File: config.mk
export PLATFORM = sky130hd
export DESIGN_NAME = hazard_stall_ctrl
export DESIGN_NICKNAME = d
export VERILOG_FILES = /design/src/rtl/hazard_stall_ctrl_pkg.sv /design/src/rtl/hazard_stall_ctrl_mdu_busy_counter.sv /design/src/rtl/hazard_stall_ctrl.sv
export SDC_FILE = /design/constraint.sdc
export NUM_CORES = 1
export LEC_CHECK = 0
export CAP_MARGIN = 20
export CORE_MARGIN = 3
export CORE_UTILIZATION = 46
export DETAILED_ROUTE_END_ITERATION = 6
export GPL_ROUTABILITY_DRIVEN = 0
export PLACE_DENSITY = 0.83
export RECOVER_POWER = 50
export SETUP_SLACK_MARGIN = 0.3
export SYNTH_ARGS = -nofsm -noshare
export SYNTH_HDL_FRONTEND = slang
export SYNTH_SLANG_ARGS = --single-unit
File: constraint.sdc
create_clock -name clk -period 3 [get_ports clk]
set_input_delay 0.6 -clock clk [delete_from_list [all_inputs] [get_ports clk]]
set_output_delay 0.6 -clock clk [all_outputs]
set_load 0.01 [all_outputs]
File: src/rtl/hazard_stall_ctrl_pkg.sv
// Shared state encoding and default latencies for the pipeline hazard controller.
package hazard_stall_ctrl_pkg;

  typedef enum logic {
    ST_RUN      = 1'b0,
    ST_MEM_WAIT = 1'b1
  } hz_state_e;

  localparam int MDU_LAT_DEF     = 32;
  localparam int MEM_TIMEOUT_DEF = 64;

endpackage

File: src/rtl/hazard_stall_ctrl_mdu_busy_counter.sv
// Tracks MDU occupancy: a start loads MDU_LAT-1, then the count drains to zero.
// busy is registered state only, so it is 0 in the cycle the operation launches.
module mdu_busy_counter
  import hazard_stall_ctrl_pkg::*;
#(
  parameter int MDU_LAT = MDU_LAT_DEF
) (
  input  logic clk,
  input  logic rst_n,
  input  logic start,
  output logic busy
);

  localparam int CW = (MDU_LAT > 2) ? $clog2(MDU_LAT) : 1;

  logic [CW-1:0] cnt_q;
  logic [CW-1:0] cnt_d;

  always_comb begin
    cnt_d = cnt_q;
    if (start) begin
      cnt_d = CW'(MDU_LAT - 1);
    end else if (cnt_q != '0) begin
      cnt_d = cnt_q - 1'b1;
    end
  end

  always_ff @(posedge clk or negedge rst_n) begin
    if (!rst_n) begin
      cnt_q <= '0;
    end else begin
      cnt_q <= cnt_d;
    end
  end

  assign busy = (cnt_q != '0);

`ifndef SYNTHESIS
  // A second mult/div launch while the unit is occupied is illegal software.
  a_no_restart_busy : assert property (@(posedge clk) disable iff (!rst_n) !(start && busy));
`endif

endmodule

File: src/rtl/hazard_stall_ctrl.sv
// Hold/bubble/flush generation for the 5-stage pipe; all controls are combinational
// (0-cycle), priority mem_stall > taken branch > load-use | MDU; outputs forced low in reset.
module hazard_stall_ctrl
  import hazard_stall_ctrl_pkg::*;
#(
  parameter int MDU_LAT     = MDU_LAT_DEF,
  parameter int MEM_TIMEOUT = MEM_TIMEOUT_DEF
) (
  input  logic       clk,
  input  logic       rst_n,
  input  logic [4:0] id_rs,
  input  logic [4:0] id_rt,
  input  logic       id_uses_rt,
  input  logic       id_mdu_use,
  input  logic       ex_memread,
  input  logic [4:0] ex_rt,
  input  logic       ex_mdu_start,
  input  logic       ex_branch_taken,
  input  logic       mem_req,
  input  logic       mem_ack,
  output logic       stall_front,
  output logic       bubble_idex,
  output logic       stall_back,
  output logic       flush_ifid,
  output logic       mdu_busy,
  output logic       mem_err
);

  localparam int TW = (MEM_TIMEOUT > 2) ? $clog2(MEM_TIMEOUT) : 1;

  hz_state_e     state_q, state_d;
  logic [TW-1:0] tmo_cnt_q, tmo_cnt_d;

  logic busy;
  logic timeout;
  logic mem_stall;
  logic load_use;
  logic mdu_hazard;

  mdu_busy_counter #(
    .MDU_LAT (MDU_LAT)
  ) u_mdu_cnt (
    .clk   (clk),
    .rst_n (rst_n),
    .start (ex_mdu_start),
    .busy  (busy)
  );

  assign timeout   = (state_q == ST_MEM_WAIT) && (tmo_cnt_q == TW'(MEM_TIMEOUT - 1));
  assign mem_stall = ((state_q == ST_RUN) && mem_req && !mem_ack) ||
                     ((state_q == ST_MEM_WAIT) && !mem_ack && !timeout);

  assign load_use   = ex_memread && (ex_rt != 5'd0) &&
                      ((ex_rt == id_rs) || (id_uses_rt && (ex_rt == id_rt)));
  assign mdu_hazard = id_mdu_use && busy;

  always_comb begin
    state_d   = state_q;
    tmo_cnt_d = '0;
    unique case (state_q)
      ST_RUN: begin
        if (mem_req && !mem_ack) begin
          state_d = ST_MEM_WAIT;
        end
      end
      ST_MEM_WAIT: begin
        if (mem_ack || timeout) begin
          state_d = ST_RUN;
        end else begin
          tmo_cnt_d = tmo_cnt_q + 1'b1;
        end
      end
      default: state_d = ST_RUN;
    endcase
  end

  always_ff @(posedge clk or negedge rst_n) begin
    if (!rst_n) begin
      state_q   <= ST_RUN;
      tmo_cnt_q <= '0;
    end else begin
      state_q   <= state_d;
      tmo_cnt_q <= tmo_cnt_d;
    end
  end

  // A frozen pipe squashes nothing; a taken branch kills the ID instr, so its stalls are moot.
  always_comb begin
    stall_front = 1'b0;
    bubble_idex = 1'b0;
    stall_back  = 1'b0;
    flush_ifid  = 1'b0;
    if (mem_stall) begin
      stall_front = 1'b1;
      stall_back  = 1'b1;
    end else if (ex_branch_taken) begin
      flush_ifid  = 1'b1;
      bubble_idex = 1'b1;
    end else if (load_use || mdu_hazard) begin
      stall_front = 1'b1;
      bubble_idex = 1'b1;
    end
    if (!rst_n) begin
      stall_front = 1'b0;
      bubble_idex = 1'b0;
      stall_back  = 1'b0;
      flush_ifid  = 1'b0;
    end
  end

  assign mdu_busy = rst_n && busy;
  assign mem_err  = rst_n && timeout && !mem_ack;

endmodule
# Yosys cells after proc, flatten, opt, wreduce, memory -nomap -nowiden
# Cells that the tools add are included.
# W data, S select, Z words.
# op_classes
n_addsub	2
mul	0
div_mod_pow	0
order_cmp	0
n_eq_ne	3
shifts	0
n_mux	19
n_bitwise	1
reduce_logical	22
# op_table
operator	count
$mux W1	14
$logic_and A1 B1 Y1	13
$mux W6	2
$eq A5 B5 Y1	2
$mux W5	2
$reduce_bool A5 Y1	2
$add A6 B1 Y6 const B	1
$eq A6 B6 Y1 const B	1
$sub A5 B1 Y5 const B	1
$logic_or A1 B1 Y1	4
$logic_not A1 Y1	2
$pmux W1 S2	1
$reduce_bool A2 Y1	1
$not A1 Y1	1
# word_totals
register_bits	12
latchBits	0
ram_bits	0
romBits	0
inputBits	24
out_inout_bits	6
wordCells	50
mem_count	0

# Depth between registers and ports, before layout
# logic_depth
ltp_word	9
depth_mapped	6
ltp_nobuf	6

# By module
# Synthesis repeated with hierarchy kept, for this count alone.
# unflattened
cells_unflattened	81
area_unflattened_um2	774.5
# modules_own_cells
mod	instances	cells_per_inst	area_per_inst_um2	seq_area_each_um2
hazard_stall_ctrl	1	57	514.2	175.2
mdu_busy_counter	1	24	260.2	125.1

# Least setup slack after synthesis
# Ideal clock, no wire load.
# synth_timing
path_kind	input to output
startpoint	in ex_rt[1]
endpoint	out bubble_idex
arrival_time_ps	1451
t_required_ps	2400
slack_ps	949
cell_stages	4
n_path_buf	0
cell_sequence	or4_1 -> o21a_1 -> nand3b_1 -> o21ai_1
# synth_via
elab_chain_len	9
word_cells_on_any_way	12
cone_classes	eq/ne (2); mux (4); reduce/logical (6)
# synth_rtl
element	line_no	rtl
from (decl)	hazard_stall_ctrl.sv:16	input logic [4:0] ex_rt,
$eq A5 B5 Y1	hazard_stall_ctrl.sv:54	((ex_rt == id_rs) || (id_uses_rt && (ex_rt == id_rt)));
$logic_and A1 B1 Y1	hazard_stall_ctrl.sv:54	
$logic_or A1 B1 Y1	hazard_stall_ctrl.sv:54	
$logic_and A1 B1 Y1 (*)	hazard_stall_ctrl.sv:53	assign load_use = ex_memread && (ex_rt != 5'd0) &&
$logic_or A1 B1 Y1 (*)	hazard_stall_ctrl.sv:99	end else if (load_use || mdu_hazard) begin
$mux W1 (*)	hazard_stall_ctrl.sv:99	
$mux W1 (*)	hazard_stall_ctrl.sv:96	end else if (ex_branch_taken) begin
$mux W1 (*)	hazard_stall_ctrl.sv:93	if (mem_stall) begin
$mux W1 (*)	hazard_stall_ctrl.sv:103	if (!rst_n) begin
to (decl)	hazard_stall_ctrl.sv:22	output logic bubble_idex,
# Every way passes the cells marked *; elsewhere a longest branch is shown, timed or not.

# Worst setup path after layout
# layout_timing
startpoint	in rst_n
endpoint	out mdu_busy
# layout_via
elab_chain_len	1
# layout_rtl
element	line_no	rtl
from (decl)	hazard_stall_ctrl.sv:10	input logic rst_n,
$logic_and A1 B1 Y1	hazard_stall_ctrl.sv:111	assign mdu_busy = rst_n && busy;
to (decl)	hazard_stall_ctrl.sv:25	output logic mdu_busy,
# No other way between the ends.

==> flow_summary.ini <==
[timing]
slew_headroom = 0.722
rsz0062_at_grt = false
fmax_mhz = 377
hold_viol = 0
period_minus_slack_ns = 2.65
setup_viol_count_final = 0
slew_violations = 0
skew_ns = 0.00842
worst_pin_slew_ns = 0.417
holdWs_ns = 0.471
finalCritPeriodShare = 0.883

[detailed_routing]
drt-wirelength-per-cell_um = 13.9
totalWireLength_mm = 1.91
drt-pass1-iter-count = 4
viasPerCell = 5.47
drt_iter0_drc = 12
postRouteAntennaNets = 0
vias = 749
drc = 0

[logic_synthesis]
syn_nets = 107
yosys_register_bits = 12
synth_xor_area_frac = 0.167
ys.flop_type = dfrtp_1
synthAdderAreaFrac = 0.0477
yosysUniqueCellTypes = 33
async_flop_share = 1.00
synth_top_family_by_area = simple AND/OR/NAND/NOR gates
syn-cell-area_um2 = 787
synth_edf_count = 0
ys_seq_area_frac = 0.382
synth_compound_area_frac = 0.130
avgSynthCellArea_um2 = 9.84
yosys_warnings = 0
synthSimpleGateAreaFrac = 0.254
synth_mux_area_frac = 0
syn-instance-count = 80

[floorplan]
start_util = 0.505
core_area_um2 = 1560
ios = 30
dieWidth_um = 47.4
die_h_um = 47.4
die_area_um2 = 2240
row_count = 14

[clock_tree]
cts.sinks = 12
path_clk_slew_ns = 0.06
cts-htree-levels = 1
cts-buffers-inserted = 3
insertion_delay_ns = 0.27
cts_tree = yes
clockBufferDepth = 2
cts-root-buf = clkbuf_4

[worst_setup_path]
cp-end-kind = primary output
r2r_end = u_mdu_cnt.cnt_q[1]$_DFFE_PN0P_
arrival_ns = 2.05
critPathMaxFanout = 11
rr_worst_depth = 6
path_class = in2out
cp-start-kind = primary input
rrSetupSlack_ns = 1.41
cp.required_ns = 2.40
rr_startpoint = u_mdu_cnt.cnt_q[0]$_DFFE_PN0P_

[layout]
syn2layout_area_growth_pct = 50.1
antenna_cells = 0
fin_nets = 149
fin_util = 0.758
drive_gt1_frac = 0.140
final_cell_area_um2 = 1180

[power_and_ir_drop]
irDropWorstVdd_mv = 0.385
leakagePower_uw = 0.000526
cellPowerDensity_nw_per_um2 = 327

[run]
maxCapViolations = 0

[global_route]
grt-ovfl-total = 0
antenna_found_initial = 0
grt_pass1_wl_mm = 2.88
grt_pass1_vias = 715
grt_max_degree = 12
track_usage = 0.182

[placement]
port_buffers = 29
dp_hpwl_mm = 1.48
placed_area_um2 = 1130

[hold_path]
hold_path_class = reg2reg
hold_end = tmo_cnt_q[0]$_DFF_PN0_
holdPathStages = 1
holdCritStartpoint = tmo_cnt_q[0]$_DFF_PN0_

[status]
status = finished clean
==> cells in the mapped netlist, drive strengths merged (2+ instances only) <==
| master | count | share of area |
|---|---|---|
| ha | 3 | 0.048 |
| xnor2 | 5 | 0.056 |
| a21oi | 2 | 0.013 |
| nand3b | 3 | 0.029 |
| dfrtp | 12 | 0.38 |
| xor2 | 10 | 0.11 |
| nor2b | 3 | 0.024 |
| nand2b | 2 | 0.016 |
| o21ai | 4 | 0.025 |
| nor2 | 9 | 0.043 |
| nand2 | 2 | 0.0095 |
| inv | 4 | 0.019 |
| or4 | 2 | 0.019 |
==> cell usage in the layout, fill, tap and decap left out, drive strengths merged, types with 2 or more instances in the layout <==
cell,Yosys,layout
nand3b,3,3
dlygate4sd2,0,5
nor2,9,9
inv,4,4
buf,0,6
xor2,10,10
xnor2,5,5
a21oi,2,2
dfrtp,12,12
clkdlybuf4s50,0,20
or4,2,2
nand2,2,2
o21ai,4,4
ha,3,3
nand2b,2,2
nor2b,3,3
clkbuf,0,8
==> power breakdown <==
part	total, uW	internal, uW	switching, uW
sequential	172	167	5.03
combinational	89.9	54.0	35.8
clock	125	73.8	51.0
==> per-stage QoR <==
stage / total power, uW / setup slack [ns] / instances / setup TNS [ns]
floorplan: 208 / 0.949 / 80 / 0
global placement: 263 / -0.00327 / 130 / -0.00327
detailed placement: 265 / -0.0345 / 130 / -0.0360
CTS: 387 / 0.291 / 137 / 0
global route: 404 / 0.239 / 137 / 0
finish: 386 / 0.350 / 137 / 0
==> metal layers <==
layer,vias to the layer above,share of wire,global-route usage
li1,369,-,-
met1,346,0.40,0.208
met2,30,0.49,0.318
met3,4,0.095,0.0536
met4,0,0.014,0.0663
met5,-,0,0
==> worst max-delay path by stage <==
stage	startpoint	end	slack, ns	cells past startpoint
after CTS	ex_rt[1]	bubble_idex	0.29	6
after detailed placement	ex_rt[2]	bubble_idex	-0.03	6
after global placement	ex_rt[2]	bubble_idex	-0.003	6
final	rst_n	mdu_busy	0.35	4
after global routing	u_mdu_cnt.cnt_q[0]$_DFFE_PN0P_	mdu_busy	0.24	6
after floorplan	ex_rt[1]	bubble_idex	0.95	4
==> what timing repair did <==
action	4_1_cts	5_1_grt
pin swaps	1	2
endpoints found under the setup margin	4	3
hold buffers	0	0
setup buffers	3	0
resized for setup	7	8
==> logic make-up (layout without fill, tap and decap cells) <==
group,count (synthesis),in the layout
AO/OA/AOI/OAI,14,14
XOR/XNOR,15,15
adder cells (fa/ha/maj),3,3
buffers and inverters,4,45
flip-flops,12,12
AND/OR/NAND/NOR,32,32
==> cell type report <==
type	count	area, um^2
Clock buffer	4	36.3
Fill cell	117	378
Inverter	4	15.0
Multi-Input combinational cell	64	480
Sequential cell	12	300
Tap cell	16	20.0
Timing Repair Buffer	37	329
==> worst max-delay path: stages <==
cell	delay, ns
dlygate4sd3_1	0.57
buf_4	0.19
nor2b_1	0.15
clkdlybuf4s50_1	0.54
==> flip-flops by register name, summed over array words and instances, names as in the netlist <==
register / cells
u_mdu_cnt.cnt_q: 5
state_q: 1
tmo_cnt_q: 6
(Power assumes the default switching activity.)
==> RTL edit 1 (same flow settings) <==
The package constant `MEM_TIMEOUT_DEF` goes from 64 to 128.
--- a/src/rtl/hazard_stall_ctrl_pkg.sv
+++ b/src/rtl/hazard_stall_ctrl_pkg.sv
@@ -8,5 +8,5 @@
 
   localparam int MDU_LAT_DEF     = 32;
-  localparam int MEM_TIMEOUT_DEF = 64;
+  localparam int MEM_TIMEOUT_DEF = 128;
 
 endpackage
Function: same outputs for any inputs over 10 cycles, from zero or initial values and one cycle with rst_n low; that may be too few to reach the edited logic, so the function may still have changed.
==> RTL edit 1 against the original RTL <==
Design area grew 3.2%; die area rose by 4.7%; sequential share of layout area increased by 1.3 points; setup slack better by 0.0035 ns; via count is 2.1% higher; hold slack better by 0.031 ns; synthesized area up 5.4%; count of clock-buffer cells in the layout fell by 1; sequential cell count rose by 1; cell count is 11% higher; routed wire length is 6.1% higher; total power is 0.55% lower.
==> RTL edit 1: results (changes against the original RTL) <==
* Largest net degree at the start of global routing at 14 (was 12)
* Met1 GRT Util at 24.3% (was 20.8%)
* Clock transition at path regs at 0.09 ns (was 0.06 ns)
* Util after Layout at 76.5% (was 75.8%)
* Final std cells w/o fill at 152 (was 137)
* Clock network area share at 2.26% (was 3.07%)
* DRT iter0 DRCs at 14 (was 12)
* Compound-Gate Fraction of Synth Area at 9.35% (was 13.0%)
* Placed cell count at 143 (was 130)
* Gate power share at 22.7% (was 23.3%)
* Clock Sinks at 13 (was 12)
* Layout cell share with drive strength beyond 1 at 12.5% (was 14.0%)
* Fraction of area in multi-input gates at 40.3% (was 40.7%)
* First-pass GRT wire length at 3540 um (was 2880 um)
* Status: complete, no violations (unchanged)
* Signal buffers share of area at 27.0% (was 27.9%)
* Grt met2 use at 31.2% (was 31.8%)
* Area Overhead vs Synth at 46.9% (was 50.1%)
* # Post-CTS Setup Buffers at 2 (was 3)
* Vias in the first global route at 763 (was 715)
* CTS resizes at 10 (was 7)
* Sequential area share after synthesis at 39.2% (was 38.2%)
* Clock buffer depth at 2 (unchanged)
* Met1 WL at 954 um (was 763 um)
* Max transition margin at 76.6% (was 72.2%)
* IR drop worst, VDD at 0.255 mV (was 0.385 mV)
* Power Total at 0.384 mW (was 0.386 mW)
* Post-synth top cells: dfrtp_1 (13), xor2_1 (12), nor2_1 (10) (was dfrtp_1 (12), xor2_1 (10), nor2_1 (9))
* Routed len/inst at 13.3 um (was 13.9 um)
* Pleak at 0.537 nW (was 0.526 nW)
* Largest cells by area after synthesis: dfrtp_1 (39%), xor2_1 (13%), ha_1 (4.5%), nor2_1 (4.5%), xnor2_1 (4.2%) (was dfrtp_1 (38%), xor2_1 (11%), xnor2_1 (5.6%), ha_1 (4.8%), nor2_1 (4.3%))
* ANT cells at 0 (unchanged)
* Post-Place Worst Slack at -0.0754 ns (was -0.0345 ns)
* Cells after Synth at 87 (was 80)
* Post-synthesis mux area share at 1.21% (was 0%)
* Dpl cell area at 1170 um2 (was 1130 um2)
* Via density at 5.03 (was 5.47)
* Post-synthesis xor/xnor area fraction at 16.9% (was 16.7%)
* Crit path max fanout at 7 (was 11)
* Final Net Count at 156 (was 149)
* Post-Syn Nets at 114 (was 107)
* Clock buf count at 3 (was 4)
* DR WL met3 at 81 um (was 182 um)
* CP peak stage delay at 0.62 ns (was 0.57 ns)
* Top Registers: tmo_cnt_q (7), u_mdu_cnt.cnt_q (5), state_q (1) (was tmo_cnt_q (6), u_mdu_cnt.cnt_q (5), state_q (1))
* Metal2 WL at 953 um (was 935 um)
* Met3 Usage GRT at 5.21% (was 5.36%)
* Count of cell types in the netlist at 32 (was 33)
* Clock share of power at 29.5% (was 32.3%)
* GRT Resource Usage Total at 18.9% (was 18.2%)
* Comb_multi_in at 70 (was 64)
* Skew final at 0.00551 ns (was 0.00842 ns)
* Seq area share at 26.7% (was 25.4%)
* Synth Area in Adders at 4.52% (was 4.77%)
* Sw Ratio at 27.2% (was 23.8%)
* Sequential standard cell area at 325 um2 (was 300 um2)
* Detailed-placement wirelength estimate at 1640 um (was 1480 um)
==> RTL edit 1: cell count changes after synthesis, sizes merged, moves of 2 or more <==
cell | unedited run | this run
nand2 | 2 | 4
nand3 | 1 | 4
xor2 | 10 | 12
and3 | 1 | 3
nand3b | 3 | 1
==> RTL edit 1: path summary, 6_finish.rpt <==
| check | startpoint | endpoint | slack [ns] | cells past startpoint |
|---|---|---|---|---|
| min in group asynchronous | rst_n | tmo_cnt_q[1] | 0.75 | 2 |
| hold / removal | tmo_cnt_q[0] | tmo_cnt_q[0] | 0.50 | 1 |
| max in group asynchronous | rst_n | u_mdu_cnt.cnt_q[0] | 1.77 | 3 |
| hold reg to reg | tmo_cnt_q[0] | tmo_cnt_q[0] | 0.50 | 1 |
| setup / recovery | rst_n | mem_err | 0.35 | 5 |
| setup reg to reg | u_mdu_cnt.cnt_q[0] | u_mdu_cnt.cnt_q[1] | 1.48 | 6 |
==> RTL edit 2 (config.mk and constraints unchanged) <==
Made on the original files. Put a register stage on the output `mem_err`. The value now appears one clock later. The other outputs are not delayed to match.
--- a/src/rtl/hazard_stall_ctrl.sv
+++ b/src/rtl/hazard_stall_ctrl.sv
@@ -110,5 +110,7 @@
 
   assign mdu_busy = rst_n && busy;
-  assign mem_err  = rst_n && timeout && !mem_ack;
+  always_ff @(posedge clk) begin
+    mem_err <= rst_n && timeout && !mem_ack;
+  end
 
 endmodule
Check against the original RTL: no difference found for any inputs over 10 cycles, from zero or initial values and one cycle with rst_n low; that may be too few to reach the edited logic, so the function may still have changed.
==> RTL edit 2 against the original RTL <==
Setup slack lost 0.12 ns; design area grew 2.9%; routed wire length grew 7.6%; utilization grew 1.3 points; global-route usage grew 1.7 points; via count grew 1.9%; total power grew 0.43%; synthesized area grew 2.5%; sequential cell count grew 1; largest power group unchanged; register-to-register slack lost 0.07 ns.
==> RTL edit 2: results (changes against the original RTL) <==
* Worst EP arrival at 2.17 ns (was 2.05 ns)
* Clock Latency Late Sink at 0.27 ns (about the same)
* Post-Place Worst Slack at -0.0309 ns (was -0.0345 ns)
* DR WL met3 at 111 um (was 182 um)
* Sw Ratio at 25.4% (was 23.8%)
* CTS resizes at 9 (was 7)
* Number of CTS-inserted buffers at 3 (unchanged)
* Count of cell types in the netlist at 34 (was 33)
* Setup_tns at 0 ns (unchanged)
* Pleak at 0.528 nW (was 0.526 nW)
* Routed len/inst at 14.6 um (was 13.9 um)
* Clock transition at path regs at 0.08 ns (was 0.06 ns)
* Synth Warn # at 0 (unchanged)
* Skew final at 0.00491 ns (was 0.00842 ns)
* Met1 GRT Util at 24.8% (was 20.8%)
* Vias at 763 (was 749)
* Initial antenna violation count at 0 (unchanged)
* # DRC at 0 (unchanged)
* Post-Route WL at 2050 um (was 1910 um)
* Clock buffer depth at 2 (unchanged)
* Top sig layer: met4 (unchanged)
* Metal2 WL at 986 um (was 935 um)
* Hold crit path type: reg2reg (unchanged)
* Mapped Avg Cell Area at 9.96 um2 (was 9.84 um2)
* Post-Syn Nets at 108 (was 107)
* Measured slew at the worst slew-check pin at 0.293 ns (was 0.417 ns)
* Post-synth top cells: dfrtp_1 (12), xor2_1 (10), nor2_1 (9) (unchanged)
* Sequential area share after synthesis at 39.7% (was 38.2%)
* Top Registers: tmo_cnt_q (6), u_mdu_cnt.cnt_q (5) (was tmo_cnt_q (6), u_mdu_cnt.cnt_q (5), state_q (1))
* Detailed-placement wirelength estimate at 1620 um (was 1480 um)
* Largest net degree at the start of global routing at 16 (was 12)
* GRT Resource Usage Total at 19.9% (was 18.2%)
* Met3 Usage GRT at 3.76% (was 5.36%)
* # Post-CTS Setup Buffers at 6 (was 3)
* CP startpoint kind: input port (unchanged)
* Met1 WL at 934 um (was 763 um)
* IR drop worst, VDD at 0.235 mV (was 0.385 mV)
* Largest cells by area after synthesis: dfrtp_1 (37%), xor2_1 (11%), xnor2_1 (5.4%), ha_1 (4.7%), nor2_1 (4.2%) (was dfrtp_1 (38%), xor2_1 (11%), xnor2_1 (5.6%), ha_1 (4.8%), nor2_1 (4.3%))
* Commonest non-fill, non-tap cell in the layout: clkdlybuf4s50_1 (unchanged)
* First-pass GRT wire length at 3130 um (was 2880 um)
* Dpl cell area at 1150 um2 (was 1130 um2)
* Final Net Count at 153 (was 149)
* Status: complete, no violations (unchanged)
* Synth async-reset ratio at 92.3% (was 100%)
* H-Tree Depth at 1 (unchanged)
* DRT iter0 DRCs at 10 (was 12)
* CP max-delay cell: dlygate4sd3_1 (unchanged)
* Crit path max fanout at 15 (was 11)
* CP peak stage delay at 0.67 ns (was 0.57 ns)
* Port buffer count at 29 (unchanged)
* Vias in the first global route at 726 (was 715)
* Layout cell share with drive strength beyond 1 at 12.8% (was 14.0%)
* Placed cell count at 131 (was 130)
* ANT cells at 0 (unchanged)
* DR pass1 iterations at 4 (unchanged)
* CTS root buffer: clkbuf_4 (unchanged)
* Grt met2 use at 32.7% (was 31.8%)
==> RTL edit 2: cell types whose count changed after synthesis, sizes merged <==
cell   change
dfxtp      +1
==> RTL edit 2: path summary, 6_finish.rpt <==
kind	depth (start not counted)	startpoint	slack [ns]	to
setup / recovery	4	rst_n	0.23	mdu_busy
hold reg to reg	1	tmo_cnt_q[0]	0.47	tmo_cnt_q[0]
setup reg to reg	7	tmo_cnt_q[0]	1.34	state_q
max in group asynchronous	2	rst_n	1.99	u_mdu_cnt.cnt_q[0]
min in group asynchronous	2	rst_n	0.86	u_mdu_cnt.cnt_q[1]
hold / removal	1	tmo_cnt_q[0]	0.47	tmo_cnt_q[0]
==> RTL edit 2: cells by family after synthesis <==
logic type,after synthesis,synth area share (%)
buf+inv,4,1.86
flops,13,39.7
xor+xnor,15,16.3
simple gates,32,24.8
fa+ha+maj,3,4.65
compound gates,14,12.7
==> RTL edit 2: area by class of cell <==
| class | count | area, um2 |
|---|---|---|
| Inverter | 4 | 15.0 |
| Clock buffer | 4 | 26.3 |
| Tap cell | 16 | 20.0 |
| Timing Repair Buffer | 40 | 362 |
| Sequential cell | 13 | 320 |
| Fill cell | 104 | 362 |
| Multi-Input combinational cell | 64 | 472 |
==> RTL edit 2: critical path, delay by kind of cell <==
family        cells  cell delay, ns
buf+inv           3            1.42
simple gates      1            0.14
==> RTL edit 2: power by group through the flow <==
| stage | Sequential, mW | Clock, mW | Combinational [mW] |
|---|---|---|---|
| 2_1_floorplan | 0.187 | 0 | 0.0343 |
| 3_3_place_gp | 0.188 | 0 | 0.0893 |
| 3_5_place_dp | 0.188 | 0 | 0.0918 |
| 4_1_cts | 0.185 | 0.111 | 0.0968 |
| 5_1_grt | 0.186 | 0.120 | 0.105 |
| 6_report | 0.185 | 0.107 | 0.0955 |
